### config.mk
export PLATFORM = sky130hd
export DESIGN_NAME = instr_fetch_ctrl
export DESIGN_NICKNAME = d
export VERILOG_FILES = /design/src/rtl/ifetch_pkg.sv /design/src/rtl/ifetch_fifo.sv /design/src/rtl/instr_fetch_ctrl.sv
export SDC_FILE = /design/constraint.sdc
export NUM_CORES = 1
export LEC_CHECK = 0
export ABC_AREA = 1
export BUFFER_PORTS_ARGS = -buffer_cell sky130_fd_sc_hd__buf_2
export CAP_MARGIN = 5
export CORE_MARGIN = 10
export CORE_UTILIZATION = 50
export CTS_CLUSTER_DIAMETER = 150
export DETAILED_ROUTE_END_ITERATION = 6
export GPL_ROUTABILITY_DRIVEN = 0
export MAX_ROUTING_LAYER = met4
export PLACE_DENSITY = 0.75
export SLEW_MARGIN = 10
export SYNTH_ARGS = -nofsm -noshare
export SYNTH_HDL_FRONTEND = slang
export SYNTH_SLANG_ARGS = --single-unit
### constraint.sdc
create_clock -name clk -period 6.5 [get_ports clk]
set_input_delay 1.3 -clock clk [delete_from_list [all_inputs] [get_ports clk]]
set_output_delay 1.3 -clock clk [all_outputs]
set_load 0.01 [all_outputs]
### src/rtl/ifetch_pkg.sv
// ifetch_pkg: shared widths and FSM state encoding for the instruction fetch controller.
package ifetch_pkg;
    localparam int INSTR_W = 17;
    localparam int ADDR_W  = 12;
    localparam int ENTRY_W = INSTR_W + ADDR_W;
    typedef enum logic [1:0] {FETCH, FULL, HALT, FAULT} state_t;
endpackage

### src/rtl/ifetch_fifo.sv
// ifetch_fifo: prefetch FIFO with independent read/write pointers, synchronous flush
// and a zeroed head while empty.
module ifetch_fifo #(
    parameter int DEPTH = 4,
    parameter int WIDTH = 29
) (
    input  logic             clk,
    input  logic             reset,
    input  logic             i_flush,
    input  logic             i_push,
    input  logic             i_pop,
    input  logic [WIDTH-1:0] i_data,
    output logic [WIDTH-1:0] o_data,
    output logic             o_empty,
    output logic             o_full
);
    localparam int PW = $clog2(DEPTH);
    localparam int CW = PW + 1;

    logic [WIDTH-1:0] r_mem [DEPTH];
    logic [PW-1:0]    r_wr_ptr;
    logic [PW-1:0]    r_rd_ptr;
    logic [CW-1:0]    r_count;
    logic             w_push;
    logic             w_pop;

    assign o_empty = (r_count == '0);
    assign o_full  = (r_count == CW'(DEPTH));
    assign w_pop   = i_pop && !o_empty;
    assign w_push  = i_push && (!o_full || w_pop);
    assign o_data  = o_empty ? '0 : r_mem[r_rd_ptr];

    always_ff @(posedge clk or negedge reset) begin
        if (!reset) begin
            r_wr_ptr <= '0;
            r_rd_ptr <= '0;
            r_count  <= '0;
        end else if (i_flush) begin
            r_wr_ptr <= '0;
            r_rd_ptr <= '0;
            r_count  <= '0;
        end else begin
            if (w_push) r_wr_ptr <= r_wr_ptr + 1'b1;
            if (w_pop)  r_rd_ptr <= r_rd_ptr + 1'b1;
            r_count <= r_count + CW'(w_push) - CW'(w_pop);
        end
    end

    // A push into a full FIFO lands on the slot being popped at the same edge.
    always_ff @(posedge clk) begin
        if (w_push && !i_flush) r_mem[r_wr_ptr] <= i_data;
    end
endmodule

### src/rtl/instr_fetch_ctrl.sv
// instr_fetch_ctrl: PC sequencing and prefetch into a FIFO with halt/redirect control.
// Define IFETCH_BOUND_CHECK_EN to trap fetches at or beyond ROM_WORDS into a sticky fault.
module instr_fetch_ctrl
    import ifetch_pkg::*;
#(
    parameter int                DEPTH     = 4,
    parameter int                ROM_WORDS = 512,
    parameter logic [ADDR_W-1:0] RESET_PC  = 12'h000
) (
    input  logic               clk,
    input  logic               reset,
    output logic [ADDR_W-1:0]  imem_addr,
    input  logic [INSTR_W-1:0] imem_rd,
    input  logic               halt,
    input  logic               redirect_valid,
    input  logic [ADDR_W-1:0]  redirect_pc,
    output logic               out_valid,
    input  logic               out_ready,
    output logic [INSTR_W-1:0] out_instr,
    output logic [ADDR_W-1:0]  out_pc,
    output logic               fault
);
    if (DEPTH < 2 || DEPTH > 16 || (DEPTH & (DEPTH - 1)) != 0) begin : g_bad_depth
        $error("instr_fetch_ctrl: DEPTH must be a power of two in 2..16");
    end
    if (ROM_WORDS < 1 || ROM_WORDS > 4096) begin : g_bad_rom
        $error("instr_fetch_ctrl: ROM_WORDS must be in 1..4096");
    end

    state_t              r_state;
    state_t              w_next;
    logic [ADDR_W-1:0]   r_pc;
    logic [ADDR_W-1:0]   w_pc_next;
    logic                r_fault;
    logic                w_fault_next;
    logic                w_push;
    logic                w_pop;
    logic                w_empty;
    logic                w_full;
    logic                w_oob;
    logic                w_tgt_oob;
    logic [ENTRY_W-1:0]  w_head;

`ifdef IFETCH_BOUND_CHECK_EN
    assign w_oob     = int'({20'b0, r_pc}) >= ROM_WORDS;
    assign w_tgt_oob = int'({20'b0, redirect_pc}) >= ROM_WORDS;
`else
    assign w_oob     = 1'b0;
    assign w_tgt_oob = 1'b0;
`endif

    assign imem_addr = r_pc;
    assign out_valid = !w_empty;
    assign w_pop     = out_valid && out_ready;
    assign out_pc    = w_head[ENTRY_W-1:INSTR_W];
    assign out_instr = w_head[INSTR_W-1:0];
    assign fault     = r_fault;

    always_comb begin
        w_next       = r_state;
        w_pc_next    = r_pc;
        w_fault_next = r_fault;
        w_push       = 1'b0;
        if (redirect_valid) begin
            w_next       = halt ? HALT : FETCH;
            w_pc_next    = redirect_pc;
            w_fault_next = r_fault && w_tgt_oob;
        end else begin
            unique case (r_state)
                FETCH: begin
                    if (halt) begin
                        w_next = HALT;
                    end else if (w_oob) begin
                        w_next       = FAULT;
                        w_fault_next = 1'b1;
                    end else if (w_full && !w_pop) begin
                        w_next = FULL;
                    end else begin
                        w_push    = 1'b1;
                        w_pc_next = r_pc + 1'b1;
                    end
                end
                FULL:    w_next = halt ? HALT : (w_pop ? FETCH : FULL);
                HALT:    w_next = halt ? HALT : FETCH;
                default: w_next = FAULT;
            endcase
        end
    end

    always_ff @(posedge clk or negedge reset) begin
        if (!reset) begin
            r_state <= FETCH;
            r_pc    <= RESET_PC;
            r_fault <= 1'b0;
        end else begin
            r_state <= w_next;
            r_pc    <= w_pc_next;
            r_fault <= w_fault_next;
        end
    end

    ifetch_fifo #(
        .DEPTH (DEPTH),
        .WIDTH (ENTRY_W)
    ) u_fifo (
        .clk     (clk),
        .reset   (reset),
        .i_flush (redirect_valid),
        .i_push  (w_push),
        .i_pop   (w_pop),
        .i_data  ({r_pc, imem_rd}),
        .o_data  (w_head),
        .o_empty (w_empty),
        .o_full  (w_full)
    );
endmodule

=== Word level (Yosys, flattened, before mapping) ===
Memories as Yosys holds them, arrays and structs flattened.
Cells that the tools add are included.

* $add $sub $neg: 5
* Equal/unequal tests: 6
* Mux-type cells: 23
* Reduce and logical (&&, ||, !) cells: 16

{| class="wikitable"
|+ Operators by type and width
! cell !! number
|-
| 2-to-1 mux 12 bit || 4
|-
| 2-to-1 mux 29 bit || 1
|-
| 2-to-1 mux 2 bit || 9
|-
| adder 12 x 1 -> 12 bit, second input constant || 1
|-
| 2-to-1 mux 1 bit || 7
|-
| case mux 2 bit (3 select lines) || 1
|-
| nonzero test 2 bit || 3
|-
| logical AND 1 bit || 5
|-
| adder 2 x 1 -> 2 bit, second input constant || 2
|-
| logical NOT 1 bit || 4
|-
| inequality test 4 bit, second input constant || 1
|-
| adder 3 x 1 -> 3 bit || 1
|-
| == test 3 bit, second input constant || 1
|-
| logical NOT 3 bit || 1
|-
| 2-to-1 mux 3 bit || 1
|-
| AND reduction 3 bit || 1
|-
| subtractor 3 x 1 -> 3 bit || 1
|-
| == test 2 x 1 -> 1 bit, second input constant || 1
|-
| == test 2 bit, second input constant || 1
|-
| logical NOT 2 bit || 1
|-
| inequality test 2 x 1 -> 1 bit, second input constant || 1
|-
| inequality test 2 bit, second input constant || 1
|-
| logical OR 1 bit || 1
|}

* Flip-flop bits (word level): 21
* Bits in writable memories: 116
* Input bits: 34
* Word-level logic and storage cells: 56
* Memories kept: 1

{| class="wikitable"
|+ Memories
! name !! words !! bits a word !! rd ports !! clocked after Yosys merged registers in !! write ports !! RTL line !! source
|-
| u_fifo.r_mem || 4 || 29 || 1 || 0 || 1 || ifetch_fifo.sv:20 || <nowiki>logic [WIDTH-1:0] r_mem [DEPTH];</nowiki>
|}

=== Longest topological paths before layout ===
* Depth in word-level cells: 13
* Gate-level depth with buffers: 11
* Mapped depth without buffers: 11

=== Modules after synthesis ===
A second synthesis with hierarchy kept.

* Cell total of the unflattened synthesis: 583
* Area total of the unflattened synthesis: 6117.1 um^2

{| class="wikitable"
|+ Modules (own cells, without submodules)
! module !! instances !! cells an instance !! area an instance (um^2) !! sequential area each (um^2)
|-
| ifetch_fifo || 1 || 434 || 5122.4 || 3658.5
|-
| instr_fetch_ctrl || 1 || 149 || 994.7 || 350.3
|}

=== Worst setup path before layout ===
No wires, ideal clock.

* Kind: input -> register
* Start: input port halt
* End: memory u_fifo.r_mem[0][0] (enable)
* Setup time: 0.415 ns
* Arrival time: 3.003 ns
* Setup slack: 3.082 ns
* Cell stages on the path: 5
* Path buffers: 0
* Cell sequence: nor3_4 > nand2_2 > nor2_4 > inv_2 > nor2_1

* Cells in the longest elaborated chain, start to end: 7

{| class="wikitable"
|+ Ends and longest elaborated chain
! item !! RTL line !! source
|-
| start, declared || instr_fetch_ctrl.sv:14 || <nowiki>input logic halt,</nowiki>
|-
| 2-to-1 mux 1 bit || instr_fetch_ctrl.sv:71 || <nowiki>if (halt) begin</nowiki>
|-
| 2-to-1 mux 1 bit || instr_fetch_ctrl.sv:69 || <nowiki>unique case (r_state)</nowiki>
|-
| 2-to-1 mux 1 bit || instr_fetch_ctrl.sv:64 || <nowiki>if (redirect_valid) begin</nowiki>
|-
| logical AND 1 bit || ifetch_fifo.sv:30 || <nowiki>assign w_push = i_push && (!o_full || w_pop);</nowiki>
|-
| logical AND 1 bit || ifetch_fifo.sv:51 || <nowiki>if (w_push && !i_flush) r_mem[r_wr_ptr] <= i_data;</nowiki>
|-
| 2-to-1 mux 1 bit || ifetch_fifo.sv:51 ||
|-
| 2-to-1 mux 1 bit (not written as such) || ifetch_fifo.sv:51 ||
|-
| end, declared || ifetch_fifo.sv:20 ||
|}

No other way between the ends.

=== Final worst setup path ===
* Start: register u_fifo.r_rd_ptr[1]
* End: output port out_pc[0]

* Cells in the longest elaborated chain, start to end: 2

{| class="wikitable"
|+ Ends and longest elaborated chain
! item !! RTL line !! source
|-
| start, declared || ifetch_fifo.sv:22 || <nowiki>logic [PW-1:0] r_rd_ptr;</nowiki>
|-
| start signal, assigned || ifetch_fifo.sv:44 || <nowiki>if (w_pop) r_rd_ptr <= r_rd_ptr + 1'b1;</nowiki>
|-
| memory (4 x 29 bit) || - ||
|-
| 2-to-1 mux 29 bit || ifetch_fifo.sv:31 || <nowiki>assign o_data = o_empty ? '0 : r_mem[r_rd_ptr];</nowiki>
|-
| end, declared || instr_fetch_ctrl.sv:20 || <nowiki>output logic [ADDR_W-1:0] out_pc,</nowiki>
|}

No other way between the ends.

==> summary.txt <==
Detailed routing
  – Detail Route Antenna Nets: 0
  – Vias per Instance: 5.37
  – Via count: 4059
  – Routed wire length: 12.8 mm
  – DRC violations left: 0
  – WL per Instance: 16.9 um
  – Initial DRC Count: 293
  – TritonRoute pass-1 iters: 4

Setup path
  – CP arrival: 3.28 ns
  – Critical path data required time: 5.20 ns
  – Setup crit end kind: output pin
  – Worst reg-to-reg setup slack: 3.95 ns
  – R2r worst-path depth: 3
  – Worst Path Class, Setup: reg -> out
  – Worst reg2reg path startpoint: u_fifo.r_rd_ptr[1]
  – CP Max Fanout: 30
  – CP Launch Type: flip-flop
  – R2r endpoint: u_fifo.r_rd_ptr[1]

Finish
  – Fillers: 918
  – Ratio of cells with drive above 1 in the final layout: 0.199
  – Leading cell type in the layout, fill and taps excluded: nor2_1
  – ANT cells: 0
  – Final Util: 0.600
  – Commonest non-fill, non-tap cells in the layout: 138 x nor2_1, 116 x edfxtp_1, 75 x buf_2
  – Nets: 642
  – Synth-to-layout area growth: 17.2%

STA
  – Slew HR: 0.239
  – Fmax: 218 MHz
  – Clock skew after layout: 0.00931 ns
  – Fin. max-slew vios: 0
  – Final period util: 0.705
  – Hold Vio Cnt, Final: 0
  – Worst Tran Pin Value: 1.14 ns
  – Endpoints failing setup: 0
  – Unrepaired setup endpoints after global routing: false
  – Worst Slack Setup Final: 1.92 ns
  – TNS Setup: 0 ns
  – Clock period minus worst slack: 4.58 ns

Power and ir drop
  – Comb power frac: 0.215
  – Clock power share: 0.355
  – Max VDD drop: 0.206 mV
  – Psw: 826 uW
  – Flop pwr share: 0.430
  – Internal power: 1730 uW
  – Lkg Pwr: 0.00268 uW
  – Final Power: 2560 uW
  – Sw Ratio: 0.323
  – Power per cell area: 373 nW/um^2

Yosys
  – Flops & latches, synth: 137
  – Ys Warns: 0
  – Post-synthesis sequential area ratio: 0.686
  – Synth Instances: 533
  – Mapped Area: 5850 sq um
  – Synth cell types: 33
  – Syn avg cell area: 11.0 sq um
  – Net Count, Synth: 575

Clock network
  – CTS tree: yes
  – H-tree depth: 4
  – Sink Count: 137
  – Worst-skew pair later-pin latency: 0.41 ns
  – CTS Buf Count: 17
  – CTS Hold Bufs: 0
  – Clock Path Buffers: 2
  – Worst-path clk slew: 0.06 ns
  – Post_cts resized: 0
  – # Post-CTS Setup Buffers: 0
  – CTS Root Cell: clkbuf_16

Global routing
  – Overall Global Routing Usage: 0.162
  – First-pass GRT wire length: 20.6 mm
  – Largest net degree at the start of global routing: 61
  – Initial antenna violation count: 0
  – Vias in the first global route: 4177
  – Grt ovf: 0

Run status
  – Status: completed

Floorplanning
  – IO Pins: 77
  – Die Width: 128 um
  – Core ar.: 11400 sq um
  – Die Height: 128 um
  – Initial Utilization: 0.512
  – FP Rows: 39
  – Die footprint: 16400 sq um

Hold path
  – Hold Crit Class: reg -> reg
  – Hold Path Origin: r_state[0]
  – Hold Path Cell Cnt: 1
  – Hold EP: r_state[1]

Place
  – Setup WS pre-CTS: 2.37 ns
  – DP HPWL: 7.54 mm
  – Port-buffer cells: 75

Flow run
  – Maxcap violations: 0
## logic make-up after synthesis
group,Yosys count,synth area share
AOI/OAI and AO/OA,100,0.0875
xor gates and xnor gates,5,0.00749
adders and majority gates,8,0.0184
buffers and inverters,57,0.0441
DFF,137,0.686
other,1,0.000642
and+or+nand+nor,225,0.156
## power groups by stage
stage               Clock [uW]  Combinational, uW  Sequential [uW]
detailed placement           0                554             1120
floorplan                    0                394             1060
CTS                        914                561             1100
global placement             0                541             1110
finish                     908                549             1100
global route               957                621             1110
## worst max path at each step
stage | from | end | slack (ns) | cells after the start
6_report | u_fifo.r_rd_ptr[1] | out_pc[0] | 1.92 | 5
5_1_grt | u_fifo.r_rd_ptr[1] | out_pc[5] | 1.66 | 5
3_3_place_gp | u_fifo.r_rd_ptr[1] | out_pc[5] | 2.46 | 5
3_5_place_dp | u_fifo.r_rd_ptr[1] | out_instr[13] | 2.37 | 5
4_1_cts | u_fifo.r_rd_ptr[1] | out_pc[0] | 1.86 | 5
2_1_floorplan | halt | u_fifo.r_mem[0][0] | 3.08 | 5
## state kept, by name (all words and copies together) (netlist names)
register         count
imem_addr           12
u_fifo.r_wr_ptr      2
u_fifo.r_rd_ptr      2
u_fifo.r_mem       116
u_fifo.r_count       3
r_state              2
## metrics by stage
step	area [sq um]	hold WS, ns	cells
3_3_place_gp	6290	0.585	724
4_1_cts	6850	0.614	756
3_5_place_dp	6290	0.604	724
6_report	6850	0.613	756
2_1_floorplan	5850	0.573	533
5_1_grt	6850	0.654	756
## layout make-up
cell class	count	area, sq um	area share
clock buffers	17	425	0.0621
clock inverters	15	141	0.0206
inverters	30	113	0.0164
multi-input cells	339	1610	0.235
flip-flops and latches	137	4010	0.585
well taps	143	179	0.0261
repair buffers	75	375	0.0548
## cell usage after synthesis
cell      instances  area share
nand3b_1          1      0.0013
buf_1             1     0.00064
nor2_1          142       0.091
nand2_2           2      0.0021
a21boi_0          1      0.0013
o21ai_1           5      0.0043
xnor2_1           1      0.0015
buf_4             4      0.0051
o211ai_1          1      0.0013
a21oi_1          31       0.027
nor3_1            2      0.0017
nand4_1           3      0.0032
nand3_1          17       0.015
xor2_1            4      0.0060
inv_2             4      0.0026
ha_1              7       0.015
nor2_4            1      0.0019
edfxtp_1        116        0.60
inv_1            26       0.017
clkbuf_1          9      0.0058
dfrtp_1          21       0.090
conb_1            1     0.00064
o21ai_0          60       0.051
buf_2            10      0.0086
clkbuf_2          1     0.00086
or2_2             1      0.0011
o21a_1            1      0.0013
fa_1              1      0.0034
nand2_1          53       0.034
buf_6             2      0.0039
nor3_4            1      0.0028
nor2_2            2      0.0021
a31o_2            1      0.0015
## layer usage
metal	part of all wire	track usage	vias up
met5	0	-	-
met4	0.0088	0.0464	0
met3	0.059	0.0451	9
met2	0.50	0.262	134
met1	0.43	0.194	1967
li1	-	-	1949
## worst max-delay path, cell delays in order (launching register included)
cell	delay, ns
dfrtp_1	1.10
inv_1	0.87
nor2_1	0.29
o21ai_0	0.14
a21oi_1	0.27
buf_2	0.19
Power figures use the tool's default switching activity.
